`config.mk`:
```
export PLATFORM = sky130hd
export DESIGN_NAME = info_change_monitor
export DESIGN_NICKNAME = d
export VERILOG_FILES = /design/src/rtl/info_pkg.sv /design/src/rtl/info_stab_filter.sv /design/src/rtl/info_change_monitor.sv
export SDC_FILE = /design/constraint.sdc
export NUM_CORES = 1
export LEC_CHECK = 0
export ABC_AREA = 0
export BUFFER_PORTS_ARGS = -buffer_cell sky130_fd_sc_hd__buf_4
export CORE_UTILIZATION = 45
export DETAILED_ROUTE_END_ITERATION = 8
export GPL_ROUTABILITY_DRIVEN = 0
export GPL_TIMING_DRIVEN = 1
export PLACE_DENSITY = 0.67
export SKIP_CTS_REPAIR_TIMING = 1
export SLEW_MARGIN = 20
export SYNTH_ARGS = -nofsm -noshare
export SYNTH_HDL_FRONTEND = slang
export SYNTH_HIERARCHICAL = 1
export SYNTH_SLANG_ARGS = --single-unit
```
`constraint.sdc`:
```
create_clock -name clk100m -period 8.3 [get_ports clk100m]
set_clock_uncertainty 0.05 [all_clocks]
set_input_delay 1.245 -clock clk100m [delete_from_list [all_inputs] [get_ports clk100m]]
set_output_delay 1.245 -clock clk100m [all_outputs]
set_load 0.03 [all_outputs]
```
`src/rtl/info_pkg.sv`:
```
// info_pkg
// Shared types and constants for the slot-info change monitor.
//   - p2s_state_e : reset-pulse FSM states
//   - FLD_*       : field index of each packed slot-info field (field 0 in LSBs)
//   - DEF_*       : default parameter values for the monitor
package info_pkg;

    typedef enum logic [1:0] {
        IDLE  = 2'd0,
        PULSE = 2'd1,
        HOLD  = 2'd2
    } p2s_state_e;

    localparam int FLD_LDPC = 0;
    localparam int FLD_SLOT = 1;
    localparam int FLD_GEAR = 2;

    localparam int DEF_N_FIELDS  = 3;
    localparam int DEF_FIELD_W   = 8;
    localparam int DEF_STABLE_N  = 3;
    localparam int DEF_PULSE_LEN = 4;
    localparam int DEF_HOLDOFF   = 16;
    localparam int DEF_CNT_W     = 16;

endpackage

```
`src/rtl/info_stab_filter.sv`:
```
// info_stab_filter
// Qualifies a sampled word over STABLE_N consecutive identical valid samples.
// Ports:
//   clk100m    in   clock
//   rst_100m   in   synchronous active-high reset
//   i_vld      in   sample strobe
//   i_data     in   sampled word
//   o_acc      out  combinational accept, high on the valid cycle the
//                   candidate becomes stable
//   o_acc_word out  word being accepted (valid with o_acc)
module info_stab_filter
    import info_pkg::*;
#(
    parameter int W        = 24,
    parameter int STABLE_N = DEF_STABLE_N
) (
    input  logic         clk100m,
    input  logic         rst_100m,
    input  logic         i_vld,
    input  logic [W-1:0] i_data,
    output logic         o_acc,
    output logic [W-1:0] o_acc_word
);

    localparam int ST_W = $clog2(STABLE_N + 1);
    localparam logic [ST_W-1:0] STAB_MAX = ST_W'(STABLE_N);
    localparam logic [ST_W-1:0] STAB_PRE = ST_W'(STABLE_N - 1);

    logic [W-1:0]    cand_q, cand_d;
    logic [ST_W-1:0] stab_q, stab_d;

    always_comb begin
        cand_d = cand_q;
        stab_d = stab_q;
        o_acc  = 1'b0;
        if (i_vld) begin
            if (i_data != cand_q) begin
                cand_d = i_data;
                stab_d = ST_W'(1);
                // A fresh value is already stable when one sample suffices.
                o_acc  = (STABLE_N == 1);
            end else begin
                if (stab_q != STAB_MAX) begin
                    stab_d = stab_q + ST_W'(1);
                end
                // Fire only on the transition into STABLE_N, not while saturated.
                o_acc = (stab_q == STAB_PRE);
            end
        end
    end

    assign o_acc_word = cand_d;

    always_ff @(posedge clk100m) begin
        if (rst_100m) begin
            cand_q <= '0;
            stab_q <= '0;
        end else begin
            cand_q <= cand_d;
            stab_q <= stab_d;
        end
    end

endmodule

```
`src/rtl/info_change_monitor.sv`:
```
// info_change_monitor
// Publishes qualified slot-info words with per-field change flags and drives
// an active-low P2S reset pulse when a masked field changes.
// Ports:
//   clk100m      in   clock
//   rst_100m     in   synchronous active-high reset
//   i_info_vld   in   sample strobe for i_info
//   i_info       in   packed slot info, field 0 in LSBs
//   i_rst_mask   in   per-field enable for reset-pulse generation
//   o_info       out  last accepted info word
//   o_info_vld   out  one-cycle pulse when o_info updates
//   o_chg_flags  out  per-field change of the latest update, held
//   o_p2s_rstn   out  active-low P2S reset
//   o_pulse_cnt  out  saturating count of issued reset pulses
//
// state | meaning
// IDLE  | no pulse in progress, o_p2s_rstn high
// PULSE | o_p2s_rstn low, pcnt counts down the remaining low cycles
// HOLD  | holdoff after a pulse, requests are remembered in pend
module info_change_monitor
    import info_pkg::*;
#(
    parameter int N_FIELDS  = DEF_N_FIELDS,
    parameter int FIELD_W   = DEF_FIELD_W,
    parameter int STABLE_N  = DEF_STABLE_N,
    parameter int PULSE_LEN = DEF_PULSE_LEN,
    parameter int HOLDOFF   = DEF_HOLDOFF,
    parameter int CNT_W     = DEF_CNT_W
) (
    input  logic                        clk100m,
    input  logic                        rst_100m,
    input  logic                        i_info_vld,
    input  logic [N_FIELDS*FIELD_W-1:0] i_info,
    input  logic [N_FIELDS-1:0]         i_rst_mask,
    output logic [N_FIELDS*FIELD_W-1:0] o_info,
    output logic                        o_info_vld,
    output logic [N_FIELDS-1:0]         o_chg_flags,
    output logic                        o_p2s_rstn,
    output logic [CNT_W-1:0]            o_pulse_cnt
);

    localparam int W    = N_FIELDS * FIELD_W;
    localparam int PC_W = (PULSE_LEN > 1) ? $clog2(PULSE_LEN) : 1;
    localparam int HC_W = (HOLDOFF > 1) ? $clog2(HOLDOFF) : 1;
    localparam logic [PC_W-1:0] PC_LOAD = PC_W'(PULSE_LEN - 1);
    localparam logic [HC_W-1:0] HC_LOAD = (HOLDOFF > 0) ? HC_W'(HOLDOFF - 1) : '0;

    logic         acc;
    logic [W-1:0] acc_word;

    info_stab_filter #(
        .W        (W),
        .STABLE_N (STABLE_N)
    ) u_stab (
        .clk100m    (clk100m),
        .rst_100m   (rst_100m),
        .i_vld      (i_info_vld),
        .i_data     (i_info),
        .o_acc      (acc),
        .o_acc_word (acc_word)
    );

    logic [W-1:0]        info_q, info_d;
    logic                info_vld_q, info_vld_d;
    logic [N_FIELDS-1:0] chg_q, chg_d;
    logic                first_q, first_d;
    logic                req_q, req_d;
    p2s_state_e          state_q, state_d;
    logic [PC_W-1:0]     pcnt_q, pcnt_d;
    logic [HC_W-1:0]     hcnt_q, hcnt_d;
    logic                pend_q, pend_d;
    logic                rstn_q, rstn_d;
    logic [CNT_W-1:0]    cnt_q, cnt_d;
    logic [N_FIELDS-1:0] diff;
    logic                upd;
    logic                cnt_inc;

    // Update path: a repeat of the published word is dropped unless nothing
    // has been published since reset.
    always_comb begin
        diff = '0;
        for (int k = 0; k < N_FIELDS; k++) begin
            diff[k] = (acc_word[k*FIELD_W +: FIELD_W] != info_q[k*FIELD_W +: FIELD_W]);
        end
        upd        = acc && (first_q || (acc_word != info_q));
        info_d     = info_q;
        info_vld_d = upd;
        chg_d      = chg_q;
        first_d    = first_q;
        req_d      = 1'b0;
        if (upd) begin
            info_d  = acc_word;
            first_d = 1'b0;
            chg_d   = first_q ? '1 : diff;
            req_d   = !first_q && ((diff & i_rst_mask) != '0);
        end
    end

    always_comb begin
        state_d = state_q;
        pcnt_d  = pcnt_q;
        hcnt_d  = hcnt_q;
        pend_d  = pend_q;
        cnt_inc = 1'b0;
        case (state_q)
            IDLE: begin
                if (req_q) begin
                    state_d = PULSE;
                    pcnt_d  = PC_LOAD;
                    cnt_inc = 1'b1;
                end
            end
            PULSE: begin
                if (req_q) begin
                    // Extend the running pulse; not counted as a new one.
                    pcnt_d = PC_LOAD;
                end else if (pcnt_q == '0) begin
                    if (HOLDOFF > 0) begin
                        state_d = HOLD;
                        hcnt_d  = HC_LOAD;
                    end else begin
                        state_d = IDLE;
                    end
                end else begin
                    pcnt_d = pcnt_q - PC_W'(1);
                end
            end
            HOLD: begin
                if (hcnt_q == '0) begin
                    if (pend_q || req_q) begin
                        state_d = PULSE;
                        pcnt_d  = PC_LOAD;
                        cnt_inc = 1'b1;
                        pend_d  = 1'b0;
                    end else begin
                        state_d = IDLE;
                    end
                end else begin
                    hcnt_d = hcnt_q - HC_W'(1);
                    if (req_q) begin
                        pend_d = 1'b1;
                    end
                end
            end
            default: state_d = IDLE;
        endcase
        cnt_d  = (cnt_inc && (cnt_q != '1)) ? cnt_q + CNT_W'(1) : cnt_q;
        // Registered from the next state so the reset line is glitch-free.
        rstn_d = (state_d != PULSE);
    end

    always_ff @(posedge clk100m) begin
        if (rst_100m) begin
            info_q     <= '0;
            info_vld_q <= 1'b0;
            chg_q      <= '0;
            first_q    <= 1'b1;
            req_q      <= 1'b0;
            state_q    <= IDLE;
            pcnt_q     <= '0;
            hcnt_q     <= '0;
            pend_q     <= 1'b0;
            rstn_q     <= 1'b1;
            cnt_q      <= '0;
        end else begin
            info_q     <= info_d;
            info_vld_q <= info_vld_d;
            chg_q      <= chg_d;
            first_q    <= first_d;
            req_q      <= req_d;
            state_q    <= state_d;
            pcnt_q     <= pcnt_d;
            hcnt_q     <= hcnt_d;
            pend_q     <= pend_d;
            rstn_q     <= rstn_d;
            cnt_q      <= cnt_d;
        end
    end

    assign o_info      = info_q;
    assign o_info_vld  = info_vld_q;
    assign o_chg_flags = chg_q;
    assign o_p2s_rstn  = rstn_q;
    assign o_pulse_cnt = cnt_q;

endmodule

```
Word level (Yosys, flattened, before mapping)
Cells that the tools add are included.

storage, ports and cells
  flip-flop bits (word level) = 82
  word-level logic and storage cells = 87
  output and inout bits = 45

operators by class
  bitwise logic cells = 2
  multiplexer cells = 30
  equal/unequal tests = 19
  add/sub/neg operators = 4
  reductions and logical operators = 19

operator list
  operator                 count
  $mux W24                 2
  $ne A24 B24 Y1           2
  $ne A8 B8 Y1             3
  $mux W2                  11
  $add A16 B1 Y16 const B  1
  $ne A16 B16 Y1 const B   1
  $ne A2 B2 Y1 const B     7
  $mux W4                  3
  $pmux W2 S3              2
  $mux W1                  9
  $pmux W4 S2              1
  $reduce_bool A2 Y1       3
  $reduce_bool A3 Y1       2
  $reduce_and A5 Y1        1
  $eq A2 B2 Y1 const B     2
  $logic_not A2 Y1         2
  $logic_not A4 Y1         1
  $ne A2 B1 Y1 const B     2
  $reduce_and A4 Y1        1
  $sub A4 B1 Y4 const B    1
  $and A3 B3 Y3            1
  $logic_and A1 B1 Y1      3
  $mux W3                  1
  $ne A3 B3 Y1 const B     1
  10 further kinds         11

Depth between registers and ports, before layout
  depth after elaboration = 8
  gate-level depth with buffers = 12
  mapped depth without buffers = 10

Cells and area by module
The synthesis kept the hierarchy.

by module, submodules not included
  module               sequential area each (sq um)  instances  area an instance (sq um)  cells an instance
  info_change_monitor  1121.1                        1          2871.5                    316
  info_stab_filter     520.5                         1          1789.2                    181

Worst setup path before layout
Ideal clock, no wire load.

  path type = input port to flip-flop
  start = input i_info[20]
  end = register info_q[0] (netlist: o_info[0])
  arrival = 3.828 ns
  path buffers = 2
  cell stages on the path = 12
  path slack = 4.296 ns
  data required time = 8.124 ns
  cells stage by stage = xor2_1 -> nor4_1 -> nand4_1 -> o21ai_4 -> buf_6 -> mux2_2 -> xnor2_1 -> nand4_1 -> nor4_1 -> a21oi_2 -> buf_2 -> mux2i_1

between the ends
  word-level cells in the longest chain between the ends = 6

RTL lines
  what                    line                        text
  start: declaration      info_change_monitor.sv:33   input logic [N_FIELDS*FIELD_W-1:0] i_info,
  $ne A24 B24 Y1          info_stab_filter.sv:37      if (i_data != cand_q) begin
  $mux W24                info_stab_filter.sv:37
  $mux W24                info_stab_filter.sv:36      if (i_vld) begin
  net acc_word[6]         info_change_monitor.sv:49   logic [W-1:0] acc_word;
  $ne A24 B24 Y1          info_change_monitor.sv:85   upd = acc && (first_q || (acc_word != info_q));
  $logic_or A1 B1 Y1      info_change_monitor.sv:85
  $logic_and A1 B1 Y1     info_change_monitor.sv:85
  end signal: assignment  info_change_monitor.sv:166  info_q <= info_d;
  end: declaration        info_change_monitor.sv:63   logic [W-1:0] info_q, info_d;

The timed path passes the listed nets, and every way through them passes these cells.
A chain may end at the register's enable or synchronous reset.

Final worst setup path
  start = input i_info[7]
  end = register req_q

between the ends
  word-level cells in the longest chain between the ends = 8

RTL lines
  what                        line                        text
  $ne A24 B24 Y1 *            info_stab_filter.sv:37
  $mux W24 *                  info_stab_filter.sv:37
  $mux W24 *                  info_stab_filter.sv:36
  net acc_word[1]             info_change_monitor.sv:49
  $ne A24 B24 Y1              info_change_monitor.sv:85
  $logic_or A1 B1 Y1          info_change_monitor.sv:85
  $logic_and A1 B1 Y1         info_change_monitor.sv:85
  $not A1 Y1 (no line)        n/a
  $reduce_or A2 Y1 (no line)  n/a
  end signal: assignment      info_change_monitor.sv:170  req_q <= req_d;
  end: declaration            info_change_monitor.sv:67   logic req_q, req_d;

Mark *: on every way through the listed nets, which the timed path passes. The rest lies on a longest branch.

==> results.md <==
- Buf/Inv on CP: 2
- Number of synthesized flops with an enable pin: 0
- Setup violators final: 0
- Clk sinks: 82
- First-pass GRT wire length: 17000 µm
- Final hold violations: 0
- Rows: 36
- Min cycle time layout: 4.80 ns
- Number of antenna violations at the first check in global routing: 0
- Die Y: 104 µm
- Initial core utilization: 47.0%
- Worst setup endpoint: req_q$_SDFF_PP0_
- Peak supply drop: 94.1 µV
- RSZ-0062 raised after global routing: false
- Synth Flop Type: dfxtp_1
- Crit path depth: 12
- DRC viols: 0
- Wire length per cell: 15.0 µm
- Outcome: completed
- Final wirelength: 10400 µm
- Peak per-stage delay on the critical path: 0.66 ns
- Yosys warning count: 6
- Hold Crit Depth: 1
- Max-cap violation count: 0
- Die area: 10800 µm²
- H-Tree Depth: 3
- Slew margin rel.: 28.0%
- Final Max Slew Viols: 0
- Overflow after GRT: 0
- Root buf cell: clkbuf_8
- Post-DP HPWL: 7370 µm
- TritonCTS clock tree: yes
- Worst min path class: reg2reg
- Fin nets: 592
- Fmax: 208 MHz
- Slowest cell on the critical path: o21ai_4
- Syn Inst Count: 497
- Most frequent cells in the layout: nand2b_1, dfxtp_1, buf_4, mux2i_1
- Share of cells above drive strength 1: 23.0%
- Setup slack, reg-to-reg: 4.19 ns
- Largest net degree at the start of global routing: 133
- Crit-path cells: buf_4, xor2_1, nor4_1, nand4_1, o21ai_4, mux2_2, xnor2_1, nand4_1, nor4_1, a21oi_4, buf_16, nor4b_1
- Most common cell after layout, fill and taps aside: nand2b_1
- CTS Buffer Depth: 2
- Reg2reg path depth: 11
- Port bufs: 74
- DRT Pass-1 Iters: 4
- Worst-path clk slew: 0.09 ns
- DR vias/cell: 5.26
- Vias in the first global route: 3427
- Post-synthesis cell area: 4660 µm²
- Period utilization: 57.9%
- Crit-path max FO: 23
- Crit Path Class: in2reg
- Syn Area/Cell: 9.38 µm²
- Setup crit start kind: primary input
- Lkg Pwr: 2.09 nW
- Critical path launch point: i_info[7]
- P per Cell Area: 151 nW/µm²
- GRT Resource Usage Total: 19.5%
- Clk_lat worst skew: 0.35 ns
- Cell family with most CP delay: simple AND/OR/NAND/NOR gates
- Via count: 3658
- Post-DRT Antenna Nets: 0
- Post-synth cell types: 46
- Measured slew at the worst slew-check pin: 1.08 ns
- Core ar.: 9910 µm²
- Total design power: 0.000833 W
- I/O Pins: 75
- Async SR Flop Fraction: 0%
- Synthesized Nets: 532
- # diodes: 0
- Sequential element share of the synthesized area: 35.2%
- Worst EP required: 8.44 ns
- DRT iter0 DRCs: 102
- Nature of the critical path endpoint: flop
- Critical Path AT: 4.94 ns
- Setup TNS: 0 ns
- Yosys reg bits: 82
- Worst r2r dst: req_q$_SDFF_PP0_
- Die width: 104 µm
- Reg-to-reg critical path startpoint: u_stab/cand_q[4]$_SDFF_PP0_
- Core Util, Final: 55.5%
- Num CTS Buffers: 9
- Synth-to-Final Area Change: 18.1%
where the power goes:
part	total, W	leakage (nW)	internal [W]	switching [W]
clock network	0.000331	0.109	0.000178	0.000153
registers	0.000407	0.666	0.000401	0.00000666
logic	0.0000951	1.31	0.0000477	0.0000474
total	0.000833	2.09	0.000627	0.000207
Yosys cell counts, types with 4 or more instances:
| cell type | count | area [µm²] |
|---|---|---|
| nor2_1 | 9 | 33.8 |
| nand2b_1 | 95 | 594 |
| buf_6 | 5 | 56.3 |
| nor4_1 | 11 | 68.8 |
| and3_1 | 5 | 31.3 |
| a21oi_1 | 21 | 105 |
| clkbuf_1 | 16 | 60.1 |
| o31ai_1 | 11 | 82.6 |
| mux2_2 | 25 | 282 |
| xnor2_1 | 25 | 219 |
| buf_2 | 5 | 25.0 |
| a211oi_1 | 5 | 37.5 |
| and2_1 | 6 | 37.5 |
| nor2b_1 | 5 | 31.3 |
| inv_1 | 11 | 41.3 |
| or4_1 | 10 | 75.1 |
| ha_1 | 5 | 62.6 |
| dfxtp_1 | 82 | 1640 |
| nand2_1 | 8 | 30.0 |
| nand4_1 | 13 | 81.3 |
| nor3_1 | 4 | 20.0 |
| mux2i_1 | 48 | 480 |
| nand3_1 | 6 | 30.0 |
| xor2_1 | 25 | 219 |
| o21ai_0 | 9 | 45.0 |
worst register-to-register path: cells and delay by family, from the launching register on:
family / cells / cell delay [ns]
flip-flops: 1 / 0.34
AO/OA/AOI/OAI: 2 / 0.92
multiplexers: 1 / 0.45
XOR/XNOR: 2 / 0.29
buffers and inverters: 1 / 0.24
AND/OR/NAND/NOR: 5 / 1.65
worst min path at each step:
stage	start	endpoint	slack, ns
finish	pcnt_q[0]$_SDFFE_PP0P_	pcnt_q[0]$_SDFFE_PP0P_	0.43
global route	pcnt_q[0]$_SDFFE_PP0P_	pcnt_q[0]$_SDFFE_PP0P_	0.45
CTS	pcnt_q[0]$_SDFFE_PP0P_	pcnt_q[0]$_SDFFE_PP0P_	0.43
detailed placement	pcnt_q[0]$_SDFFE_PP0P_	pcnt_q[0]$_SDFFE_PP0P_	0.41
global placement	pcnt_q[0]$_SDFFE_PP0P_	pcnt_q[0]$_SDFFE_PP0P_	0.40
floorplan	pcnt_q[0]$_SDFFE_PP0P_	pcnt_q[0]$_SDFFE_PP0P_	0.39
kinds of logic (layout without fill, tap and decap cells):
group,after synthesis,in the layout,synth area share [%]
flip-flops,82,82,35.2
AO/OA/AOI/OAI,59,59,8.32
multiplexers,75,75,16.8
adder cells (fa/ha/maj),5,5,1.34
AND/OR/NAND/NOR,188,188,24.8
XOR/XNOR,50,50,9.40
buffers and inverters,38,103,4.08
metal layers:
layer | up-vias | routed length [µm] | track usage (%)
met2 | 64 | 4950 | 32.1
met5 | - | 0 | 0
met3 | 9 | 310 | 2.71
met1 | 1723 | 5060 | 26.1
li1 | 1862 | - | -
met4 | 0 | 109 | 6.63
cell type report:
type	instances	area, µm²
fillers	920	4410
repair buffers	76	591
multi-input cells	377	2840
flip-flops and latches	82	1640
inverters	11	41.3
well taps	133	166
clock buffers	10	138
clock inverters	6	88.8
metrics by stage:
| stage | setup slack, ns | instances | hold slack [ns] | cell area (µm²) |
|---|---|---|---|---|
| global route | 3.19 | 695 | 0.449 | 5500 |
| floorplan | 4.30 | 497 | 0.387 | 4660 |
| global placement | 3.21 | 678 | 0.398 | 5250 |
| CTS | 3.48 | 694 | 0.427 | 5480 |
| detailed placement | 3.10 | 678 | 0.411 | 5250 |
| finish | 3.50 | 695 | 0.428 | 5500 |
registers in the layout (all words and copies together) (netlist names), 2 cells and up:
signal         cells
hcnt_q             4
o_chg_flags        3
o_info            24
o_pulse_cnt       16
pcnt_q             2
state_q            2
u_stab/cand_q     24
u_stab/stab_q      2
No activity file was read; power rests on OpenSTA's default activity.
